**src/rtl/board_game_control_p.sv**
```systemverilog
// Turn-sequencing controller for grid board games: cursor, source/destination latching,
// validator handshake with timeout, move commit, king-capture detection and player rotation.
module board_game_control_p #(
    parameter int unsigned BOARD_W     = 8,
    parameter int unsigned BOARD_H     = 8,
    parameter int unsigned COORD_W     = 3,
    parameter int unsigned PIECE_W     = 4,
    parameter int unsigned NUM_PLAYERS = 2,
    parameter int unsigned PLAYER_W    = 1,
    parameter int unsigned BOX_DIV     = 12500000,
    parameter int unsigned WRAP        = 1,
    parameter int unsigned VAL_TIMEOUT = 1023
) (
    input  logic                clk,
    input  logic                reset,
    input  logic                up,
    input  logic                down,
    input  logic                left,
    input  logic                right,
    input  logic                select,
    input  logic                deselect,
    input  logic [PIECE_W-1:0]  sq_piece,
    input  logic [PLAYER_W-1:0] sq_owner,
    input  logic                sq_is_king,
    input  logic                init_done,
    input  logic                val_ack,
    input  logic                val_ok,
    output logic [COORD_W-1:0]  box_x,
    output logic [COORD_W-1:0]  box_y,
    output logic [COORD_W-1:0]  piece_x,
    output logic [COORD_W-1:0]  piece_y,
    output logic [COORD_W-1:0]  move_x,
    output logic [COORD_W-1:0]  move_y,
    output logic [PIECE_W-1:0]  piece_to_move,
    output logic [PLAYER_W-1:0] current_player,
    output logic                val_req,
    output logic [1:0]          mem_sel,
    output logic                init_board,
    output logic                move_piece,
    output logic                winning,
    output logic [PLAYER_W-1:0] winner
);

    localparam int unsigned STEP_W = (BOX_DIV > 1) ? $clog2(BOX_DIV) : 1;
    localparam int unsigned VCNT_W = (VAL_TIMEOUT > 1) ? $clog2(VAL_TIMEOUT) : 1;

    localparam logic [STEP_W-1:0]   STEP_LAST = STEP_W'(BOX_DIV - 1);
    localparam logic [VCNT_W-1:0]   VCNT_LAST = VCNT_W'(VAL_TIMEOUT - 1);
    localparam logic [COORD_W-1:0]  X_MAX     = COORD_W'(BOARD_W - 1);
    localparam logic [COORD_W-1:0]  Y_MAX     = COORD_W'(BOARD_H - 1);
    localparam logic [PLAYER_W-1:0] P_LAST    = PLAYER_W'(NUM_PLAYERS - 1);
    localparam logic                DO_WRAP   = (WRAP != 0);

    typedef enum logic [2:0] {
        StInit,
        StSel,
        StDest,
        StVal,
        StCommit,
        StOver
    } state_e;

    state_e state_q, state_d;

    logic              select_q;
    logic              deselect_q;
    logic              sel_rise;
    logic              desel_rise;
    logic              src_valid;
    logic              dest_king_q;
    logic [VCNT_W-1:0] val_cnt_q;
    logic [STEP_W-1:0] step_cnt_q;

    logic              cursor_en;
    logic              latch_src;
    logic              latch_dst;
    logic              any_dir;
    logic              step;
    logic [COORD_W-1:0] x_next;
    logic [COORD_W-1:0] y_next;
    logic [PLAYER_W-1:0] player_next;

    assign sel_rise    = select & ~select_q;
    assign desel_rise  = deselect & ~deselect_q;
    assign src_valid   = (sq_piece != '0) && (sq_owner == current_player);
    assign any_dir     = up | down | left | right;
    assign step        = cursor_en && any_dir && (step_cnt_q == '0);
    assign player_next = (current_player == P_LAST) ? '0 : current_player + PLAYER_W'(1);

    // Next state and Moore-style strobes
    always_comb begin
        state_d    = state_q;
        init_board = 1'b0;
        val_req    = 1'b0;
        mem_sel    = 2'b00;
        move_piece = 1'b0;
        cursor_en  = 1'b0;
        latch_src  = 1'b0;
        latch_dst  = 1'b0;
        unique case (state_q)
            StInit: begin
                init_board = 1'b1;
                if (init_done) state_d = StSel;
            end
            StSel: begin
                cursor_en = 1'b1;
                if (sel_rise && src_valid) begin
                    latch_src = 1'b1;
                    state_d   = StDest;
                end
            end
            StDest: begin
                cursor_en = 1'b1;
                if (desel_rise) begin
                    state_d = StSel;
                end else if (sel_rise) begin
                    latch_dst = 1'b1;
                    state_d   = StVal;
                end
            end
            StVal: begin
                val_req = 1'b1;
                mem_sel = 2'b01;
                if (val_ack) begin
                    state_d = val_ok ? StCommit : StDest;
                end else if (val_cnt_q == VCNT_LAST) begin
                    state_d = StDest;
                end
            end
            StCommit: begin
                move_piece = 1'b1;
                mem_sel    = 2'b10;
                state_d    = dest_king_q ? StOver : StSel;
            end
            StOver: begin
            end
            default: state_d = StInit;
        endcase
    end

    // Cursor next position; opposing buttons on one axis cancel
    always_comb begin
        x_next = box_x;
        y_next = box_y;
        if (right && !left) begin
            if (box_x == X_MAX) x_next = DO_WRAP ? '0 : X_MAX;
            else                x_next = box_x + COORD_W'(1);
        end else if (left && !right) begin
            if (box_x == '0) x_next = DO_WRAP ? X_MAX : '0;
            else             x_next = box_x - COORD_W'(1);
        end
        if (up && !down) begin
            if (box_y == Y_MAX) y_next = DO_WRAP ? '0 : Y_MAX;
            else                y_next = box_y + COORD_W'(1);
        end else if (down && !up) begin
            if (box_y == '0) y_next = DO_WRAP ? Y_MAX : '0;
            else             y_next = box_y - COORD_W'(1);
        end
    end

    always_ff @(posedge clk) begin
        if (reset) begin
            state_q <= StInit;
        end else begin
            state_q <= state_d;
        end
    end

    always_ff @(posedge clk) begin
        if (reset) begin
            select_q   <= 1'b0;
            deselect_q <= 1'b0;
            val_cnt_q  <= '0;
            step_cnt_q <= '0;
        end else begin
            select_q   <= select;
            deselect_q <= deselect;
            val_cnt_q  <= (state_q == StVal) ? val_cnt_q + VCNT_W'(1) : '0;
            if (cursor_en && any_dir) begin
                step_cnt_q <= (step_cnt_q == STEP_LAST) ? '0 : step_cnt_q + STEP_W'(1);
            end else begin
                step_cnt_q <= '0;
            end
        end
    end

    always_ff @(posedge clk) begin
        if (reset) begin
            box_x <= '0;
            box_y <= '0;
        end else if (state_q == StInit) begin
            box_x <= '0;
            box_y <= '0;
        end else if (step) begin
            box_x <= x_next;
            box_y <= y_next;
        end
    end

    always_ff @(posedge clk) begin
        if (reset) begin
            piece_x       <= '0;
            piece_y       <= '0;
            piece_to_move <= '0;
            move_x        <= '0;
            move_y        <= '0;
            dest_king_q   <= 1'b0;
        end else begin
            if (latch_src) begin
                piece_x       <= box_x;
                piece_y       <= box_y;
                piece_to_move <= sq_piece;
            end
            if (latch_dst) begin
                move_x      <= box_x;
                move_y      <= box_y;
                dest_king_q <= sq_is_king;
            end
        end
    end

    // Capturing a king ends the game; the capturing player keeps the turn
    always_ff @(posedge clk) begin
        if (reset) begin
            current_player <= '0;
            winning        <= 1'b0;
            winner         <= '0;
        end else if (state_q == StCommit) begin
            if (dest_king_q) begin
                winning <= 1'b1;
                winner  <= current_player;
            end else begin
                current_player <= player_next;
            end
        end
    end

endmodule

```
**config.mk**
```make
export PLATFORM = sky130hd
export DESIGN_NAME = board_game_control_p
export DESIGN_NICKNAME = d
export VERILOG_FILES = /design/src/rtl/board_game_control_p.sv
export SDC_FILE = /design/constraint.sdc
export NUM_CORES = 1
export LEC_CHECK = 0
export BUFFER_PORTS_ARGS = -buffer_cell sky130_fd_sc_hd__buf_2
export CAP_MARGIN = 20
export CORE_ASPECT_RATIO = 0.75
export CORE_MARGIN = 1.5
export CORE_UTILIZATION = 57
export CTS_CLUSTER_SIZE = 12
export DETAILED_ROUTE_END_ITERATION = 6
export HOLD_SLACK_MARGIN = 0.1
export PLACE_DENSITY = 0.8
export SETUP_SLACK_MARGIN = 0.15
export SYNTH_ARGS = -nofsm -noshare
export SYNTH_HDL_FRONTEND = slang
export SYNTH_SLANG_ARGS = --single-unit
export TNS_END_PERCENT = 50
```
**constraint.sdc**
```tcl
create_clock -name clk -period 2.3 [get_ports clk]
set_clock_uncertainty 0.05 [all_clocks]
set_input_delay 0.345 -clock clk [delete_from_list [all_inputs] [get_ports clk]]
set_output_delay 0.345 -clock clk [all_outputs]
set_load 0.005 [all_outputs]
```
Word level (Yosys, flattened, before mapping) --
Index checks and enable logic that the tools add are counted.
Storage, ports and cells: register bits 65, latch bits 0, memory bits (writable) 0, ROM bits 0, input bits 17, output and inout port bits 30, memories kept 0
Cells by class: $add $sub $neg 7, multipliers 0, div/mod/pow operators 0, order comparisons 0, equal/unequal tests 14, shifts and indexed selects 0, muxes and demuxes 28, bitwise gates (word level) 11, reduce and logical (&&, ||, !) cells 28
Operators by type and width (count):
- 3-bit two-way mux | 16
- 24-bit by 1-bit adder with 24-bit output (second input constant) | 1
- 24-bit == test (second input constant) | 1
- 24-bit logical NOT | 1
- 3-bit case mux with 6 select lines | 1
- 3-bit == test (second input constant) | 4
- 10-bit by 1-bit adder with 10-bit output (second input constant) | 1
- 10-bit == test (second input constant) | 1
- 1-bit two-way mux | 10
- 3-bit logical NOT | 3
- 1-bit logical AND | 8
- 2-bit AND reduction | 4
- 3-bit by 1-bit adder with 3-bit output (second input constant) | 2
- 3-bit by 2-bit == test with 1-bit output (second input constant) | 2
- 3-bit != test (second input constant) | 2
- 1-bit inverter | 6
- 2-bit OR reduction | 3
- 3-bit by 1-bit subtractor with 3-bit output (second input constant) | 2
- 5-bit AND reduction | 1
- 1-bit logical NOT | 4
- 2-bit != test (second input constant) | 2
- 2-bit case mux with 2 select lines | 1
- 2-bit nonzero test | 2
- 4-bit nonzero test | 1
- 6 further kinds | 9

Depth between registers and ports, before layout --
Gate-level depths: netlist (run 1).
word-level depth 6, depth in mapped cells 7, mapped depth without buffers 6

Least setup slack after synthesis (run 1) --
OpenSTA, ideal clock, no wires.
path kind reg-to-reg, from reg step_cnt_q[0], to reg step_cnt_q[18], library setup time 70 ps, arrival 1792 ps, slack 388 ps, stages on the path, launching flop included 6, path through dfxtp_1 -> ha_1 -> nand4_2 -> or4b_4 -> or3_1 -> a21oi_1
On the way: word-level cells in the longest chain between the ends 2
RTL lines:
- start: declaration | RTL line 72 | logic [STEP_W-1:0] step_cnt_q;
- start signal: assignment | RTL line 180 | step_cnt_q <= (step_cnt_q == STEP_LAST) ? '0 : step_cnt_q + STEP_W'(1);
- branches (longest 2 deep; another with 24-bit by 1-bit adder with 24-bit output)
Several ways; the timed one is not identified. A chain may end at the register's enable or synchronous reset.

Worst setup path in the final report (run 1) --
from reg step_cnt_q[0], to reg step_cnt_q[22]
Same word-level chain as after synthesis.

==> flow_summary.yaml, run 1 <==
worst_setup_path:
  setup.worst_path.class: "flop to flop"
  reg2reg_setup_slack_ns: 0.30
  start_kind: "flop"
  crit_chain: "ha_2, nand4_2, or4b_4, or3_1, a21oi_1"
  arrival_ns: 2.23
  required_ns: 2.53
  cp-end-kind: "flop"
  crit_fanout: 7
  critical_path_buf_inv_count: 0
  crit_family: "simple AND/OR/NAND/NOR gates"
  cp_slowest_cell: "or4b_4"
  max_stage_delay_ns: 0.63
synthesis:
  yosys_register_bits: 65
  postSynth.asyncResetShare: 0
  synth_cell_types: 46
  synthFlopType: "dfxtp_1"
  synth-edff-count: 0
  avgSynthCellArea_sq_um: 8.79
  synthCells: 359
  synth.cell_area_sq_um: 3160
  synth_fp_nets: 391
  synth_warnings: 0
  yosysSeqAreaShare: 0.412
sta:
  drv_slew: 0
  slew_headroom: 0.676
  fin_crit_sh: 0.871
  timing.final.hold_violations: 0
  rsz0062_at_grt: "no"
  worst_slack_ns: 0.296
  setup_violations: 0
  fmax_mhz: 499
  max_slew.worst_pin.slew_ns: 0.484
  min_period_ns: 2.00
  fin_setup_tns_ns: 0
run:
  cap_violations: 0
power_and_ir_drop:
  p_per_area_nw_per_um2: 659
  cellLeakagePower_nw: 1.44
  peakVddDrop_v: 0.000501
detailed_routing:
  detail-route-antenna-nets: 0
  top_layer: "met4"
  wl_mm: 6.39
  dr.pass1.iters: 4
  vias_per_cell: 5.38
  drt-met1-wl_mm: 3.23
  drc: 0
  vias: 2627
  drt_iter0_markers: 107
  met3_wirelength_um: 257
  wl_met2_mm: 2.75
  wl_per_cell_um: 13.1
layout:
  final_layout_size_suffix_gt1_frac: 0.191
  syn2layout_area_growth_pct: 16.7
  nets: 440
  fillCellCount: 443
  multiInputGateArea_sq_um: 1720
  antenna_cells: 0
  final_util: 0.688
  final_cells: 488
  ff_latch_area_sq_um: 1300
outcome:
  outcome: "finished clean"
grt:
  gr-total-overflow: 0
  grt_max_degree: 20
  grt_pass1_vias: 2271
  antenna_found_initial: 0
  track_usage: 0.228
  grt_pass1_wl_mm: 10.3
floorplan:
  num_rows: 23
  io_pins: 47
  core_area_sq_um: 5350
  start_util: 0.590
  die_w_um: 88.9
  die_height_um: 67.4
  die-area_sq_um: 6000
placement:
  place.gp.congestion: 0.858
  port_buffers: 46
  dp_cells: 472
  place_hpwl_mm: 4.71
  dp_slack_ns: 0.238
cts:
  cts-root-buf: "clkbuf_8"
  postCtsHoldBufs: 0
  cts-htree-levels: 3
  worstSkewPairLatency_ns: 0.35
  clk_pin_slew_ns: 0.07
  cts_buffers: 9
  cts_tree: "yes"
  cts_setup_buffers: 0
  cts_buffer_depth: 2
  clkSinkCount: 65
min_path:
  hold_class: "input pin to flop"
power by group:
part	total (mW)	switching (mW)	internal, mW	leakage [nW]
clock	1.00	0.440	0.560	0.103
combinational	0.244	0.133	0.111	0.808
sequential	1.18	0.0365	1.15	0.525
through the flow:
stage / power [mW] / instance area (sq um) / hold WS (ns)
floorplan: 1.37 / 3160 / 0.391
global placement: 1.45 / 3470 / 0.395
detailed placement: 1.45 / 3470 / 0.407
CTS: 2.45 / 3680 / 0.169
global route: 2.52 / 3680 / 0.177
finish: 2.43 / 3680 / 0.182
synth_stat cells, types with 9 or more instances:
master    number  area share
dfxtp_1       65        0.41
nand2_1       24       0.029
a21oi_1       11       0.017
ha_1          15       0.059
nand3_1       15       0.024
nor4_1        13       0.026
xnor2_1       20       0.056
nor3_1        10       0.016
nor2_1        51       0.061
inv_1         22       0.026
mux2i_1       24       0.076
clkbuf_1       9       0.011
repair_timing:
action | CTS | global route
endpoints found under the hold margin | 0 | 0
endpoints found under the setup margin | 0 | 3
gates resized for setup | 0 | 3
kinds of logic after synthesis:
kind of cell    Yosys count  share of synthesized area
simple gates            157                      0.260
flops                    65                      0.412
compound gates           36                     0.0749
buf+inv                  36                     0.0448
xor+xnor                 26                     0.0722
mux                      24                     0.0761
fa+ha+maj                15                     0.0595
worst paths after layout:
check                           start                         to  depth (start not counted)
min                          deselect      deselect_q$_SDFF_PP0_                          2
max reg2reg  step_cnt_q[0]$_SDFF_PP0_  step_cnt_q[22]$_SDFF_PP0_                          5
min reg2reg  step_cnt_q[0]$_SDFF_PP0_   step_cnt_q[0]$_SDFF_PP0_                          1
max          step_cnt_q[0]$_SDFF_PP0_  step_cnt_q[22]$_SDFF_PP0_                          5
placed cells by master, fill, tap and decap left out, types with 2 or more instances in the layout:
master / instances
nor2b_1: 6
nor4_1: 12
nand3_2: 2
dfxtp_2: 2
dfxtp_1: 63
nand4_1: 5
o31ai_1: 5
o21ai_1: 3
or4_1: 4
xor2_1: 6
buf_2: 46
nand2_1: 24
nand2b_1: 2
nor2_1: 51
buf_4: 6
nor3b_1: 4
ha_1: 14
nand3_1: 15
and3b_1: 3
nor3_1: 10
o21ai_0: 6
clkbuf_8: 11
and3_1: 2
inv_1: 22
or3_1: 6
mux2i_1: 24
o311a_1: 2
a21oi_1: 11
xnor2_1: 20
state kept, by name (all words and copies together), names as in the netlist:
signal,count
step_cnt_q,24
piece_x,3
winner,1
current_player,1
dest_king_q,1
piece_to_move,4
deselect_q,1
move_y,3
piece_y,3
winning,1
val_cnt_q,10
select_q,1
box_x,3
box_y,3
move_x,3
state_q,3
metal layers:
metal | GRT usage | vias up
met5 | 0 | -
met4 | 0.123 | 0
met3 | 0.0623 | 14
met2 | 0.327 | 56
met1 | 0.310 | 1212
li1 | - | 1345
final cells by class:
class,instances,share of cell area
Timing Repair Buffer,52,0.0747
Tap cell,75,0.0255
Multi-Input combinational cell,258,0.467
Clock inverter,4,0.0139
Clock buffer,12,0.0421
Inverter,22,0.0224
Sequential cell,65,0.354
(Power assumes the default switching activity.)
==> run 2: changes to the inputs <==
--- a/config.mk
+++ b/config.mk
@@ -8,7 +8,6 @@
 export BUFFER_PORTS_ARGS = -buffer_cell sky130_fd_sc_hd__buf_2
 export CAP_MARGIN = 20
 export CORE_ASPECT_RATIO = 0.75
-export CORE_MARGIN = 1.5
 export CORE_UTILIZATION = 57
 export CTS_CLUSTER_SIZE = 12
 export DETAILED_ROUTE_END_ITERATION = 6
==> constraint.sdc (replaced) <==
create_clock -name clk -period 2.3 [get_ports clk]
set_clock_uncertainty 0.05 [all_clocks]
set_input_delay 0.115 -clock clk [delete_from_list [all_inputs] [get_ports clk]]
set_output_delay 0.115 -clock clk [all_outputs]
set_load 0.005 [all_outputs]
==> run 2 against run 1 <==
  * Wire length up 5.7%
  * Register-to-register slack worse by 0.05 ns
  * Maximum frequency decreased by 2.3%
  * Final area up 3.0%
  * Combinational power grew 4%
  * First-iteration DRC count grew 78%
  * Core utilization rose by 2.4 points
  * Final cell count increased by 1.4%
  * Power rose by 4.5%
  * Die area shrank 2.6%
  * Critical path type unchanged
  * Critical endpoint is now state_q[2]$_SDFFE_PP0P_
  * Highest routed layer unchanged
==> flow_summary.yaml, run 2 (synthesis gave the netlist of run 1 again) <==
cts:
  cts_tree: "yes"
  cts-htree-levels: 3
  worstSkewPairLatency_ns: 0.34
  cts_buffer_depth: 2
  cts_buffers: 9
  cts-root-buf: "clkbuf_8"
  clk_pin_slew_ns: 0.07
  clkSinkCount: 65
placement:
  place.gp.congestion: 0.873
  dp_cells: 470
  port_buffers: 46
  place_hpwl_mm: 4.55
grt:
  track_usage: 0.242
  gr-total-overflow: 0
  grt_pass1_vias: 2328
  grt_pass1_wl_mm: 10.6
  antenna_found_initial: 0
  grt_max_degree: 28
floorplan:
  io_pins: 47
  core_area_sq_um: 5320
  num_rows: 23
  die-area_sq_um: 5840
  start_util: 0.593
  die_height_um: 66.4
  die_w_um: 87.9
power_and_ir_drop:
  power.internal_mw: 1.91
  p_per_area_nw_per_um2: 669
  cellLeakagePower_nw: 1.48
  seqPwrFrac: 0.467
  combPwrFrac: 0.100
  peakVddDrop_v: 0.000386
  power.total_mw: 2.54
  clockPowerShare: 0.433
  swShare: 0.249
  switching_power_mw: 0.631
detailed_routing:
  drc: 0
  wl_per_cell_um: 13.6
  wl_mm: 6.75
  vias: 2667
  drt_iter0_markers: 190
  detail-route-antenna-nets: 0
  vias_per_cell: 5.39
  dr.pass1.iters: 4
sta:
  max_slew.worst_pin.slew_ns: 0.509
  min_period_ns: 2.05
  drv_slew: 0
  setup_violations: 0
  fin_crit_sh: 0.892
  fmax_mhz: 488
  fin_setup_tns_ns: 0
  slew_headroom: 0.658
  timing.final.hold_violations: 0
  rsz0062_at_grt: "yes"
worst_setup_path:
  critPathCapture: "state_q[2]$_SDFFE_PP0P_"
  reg2reg_setup_slack_ns: 0.25
  crit_fanout: 14
  worstRegToRegCells: 5
  crit_start: "state_q[2]$_SDFFE_PP0P_"
  r2r-start: "state_q[2]$_SDFFE_PP0P_"
  cp-end-kind: "flop"
  start_kind: "flop"
  r2r-end: "state_q[2]$_SDFFE_PP0P_"
  required_ns: 2.53
  setup.worst_path.class: "flop to flop"
  arrival_ns: 2.28
run:
  cap_violations: 0
layout:
  mostFrequentLayoutCell: "dfxtp_1"
  final_layout_size_suffix_gt1_frac: 0.186
  largest-register: "step_cnt_q"
  top_regs: "step_cnt_q: 24 flops, val_cnt_q: 10 flops, piece_to_move: 4 flops"
  antenna_cells: 0
  fillCellCount: 409
  ff_latch_area_sq_um: 1300
  multiInputGateArea_sq_um: 1740
  syn2layout_area_growth_pct: 20.2
  final_cell_mix: "dfxtp_1 (64), nor2_1 (51), buf_2 (46)"
  final_cells: 495
  largest_register_ffs: 24
  nets: 447
min_path:
  hold_class: "input pin to flop"
  min_from: "reset"
outcome:
  outcome: "finished clean"
[run 2: how the worst min path moves through the flow]
stage | cells past startpoint | endpoint
floorplan | 1 | deselect_q$_SDFF_PP0_
global placement | 3 | dest_king_q$_SDFFE_PP0P_
detailed placement | 3 | dest_king_q$_SDFFE_PP0P_
CTS | 2 | piece_x[1]$_SDFFE_PP0P_
global route | 2 | move_y[2]$_SDFFE_PP0P_
finish | 2 | piece_x[1]$_SDFFE_PP0P_
[run 2: cell type report]
type                            instances  area share
Sequential cell                        65       0.343
Clock buffer                           10      0.0363
Multi-Input combinational cell        258       0.458
Tap cell                               75      0.0247
Inverter                               22      0.0218
Timing Repair Buffer                   59      0.0924
Clock inverter                          6      0.0238
[run 2: power groups by stage]
stage	registers (mW)	clock network, mW	logic [mW]
6_report	1.18	1.10	0.253
5_1_grt	1.19	1.16	0.281
4_1_cts	1.18	1.12	0.250
3_5_place_dp	1.21	0	0.237
3_3_place_gp	1.21	0	0.232
2_1_floorplan	1.19	0	0.178
[run 2: layer usage]
| metal | GRT usage | vias to the layer above | part of all wire |
|---|---|---|---|
| li1 | - | 1359 | - |
| met3 | 0.0762 | 11 | 0.054 |
| met5 | 0 | - | 0 |
| met2 | 0.360 | 63 | 0.44 |
| met1 | 0.325 | 1234 | 0.49 |
| met4 | 0.0881 | 0 | 0.012 |
[run 2: worst max-delay path, stage by stage, from the launching register on]
cell           delay, ns
dfxtp_1             0.59
nor3b_1             0.36
and2_1              0.24
a31oi_1             0.06
dlygate4sd3_1       0.56
a21oi_1             0.12
[run 2: stage by stage]
step | util | area [sq um] | setup WS [ns] | hold WS, ns
floorplan | - | 3160 | 0.388 | 0.193
global placement | 0.649 | 3460 | 0.326 | 0.294
detailed placement | 0.649 | 3460 | 0.211 | 0.305
CTS | 0.709 | 3770 | 0.214 | 0.151
global route | 0.712 | 3790 | 0.141 | 0.164
finish | 0.712 | 3790 | 0.249 | 0.162
[run 2: timing repair]
item,4_1_cts,5_1_grt
setup endpoints to repair,0,7
hold buffers,9,0
endpoints found under the hold margin,8,0
resized for setup,0,4
setup buffers,0,0
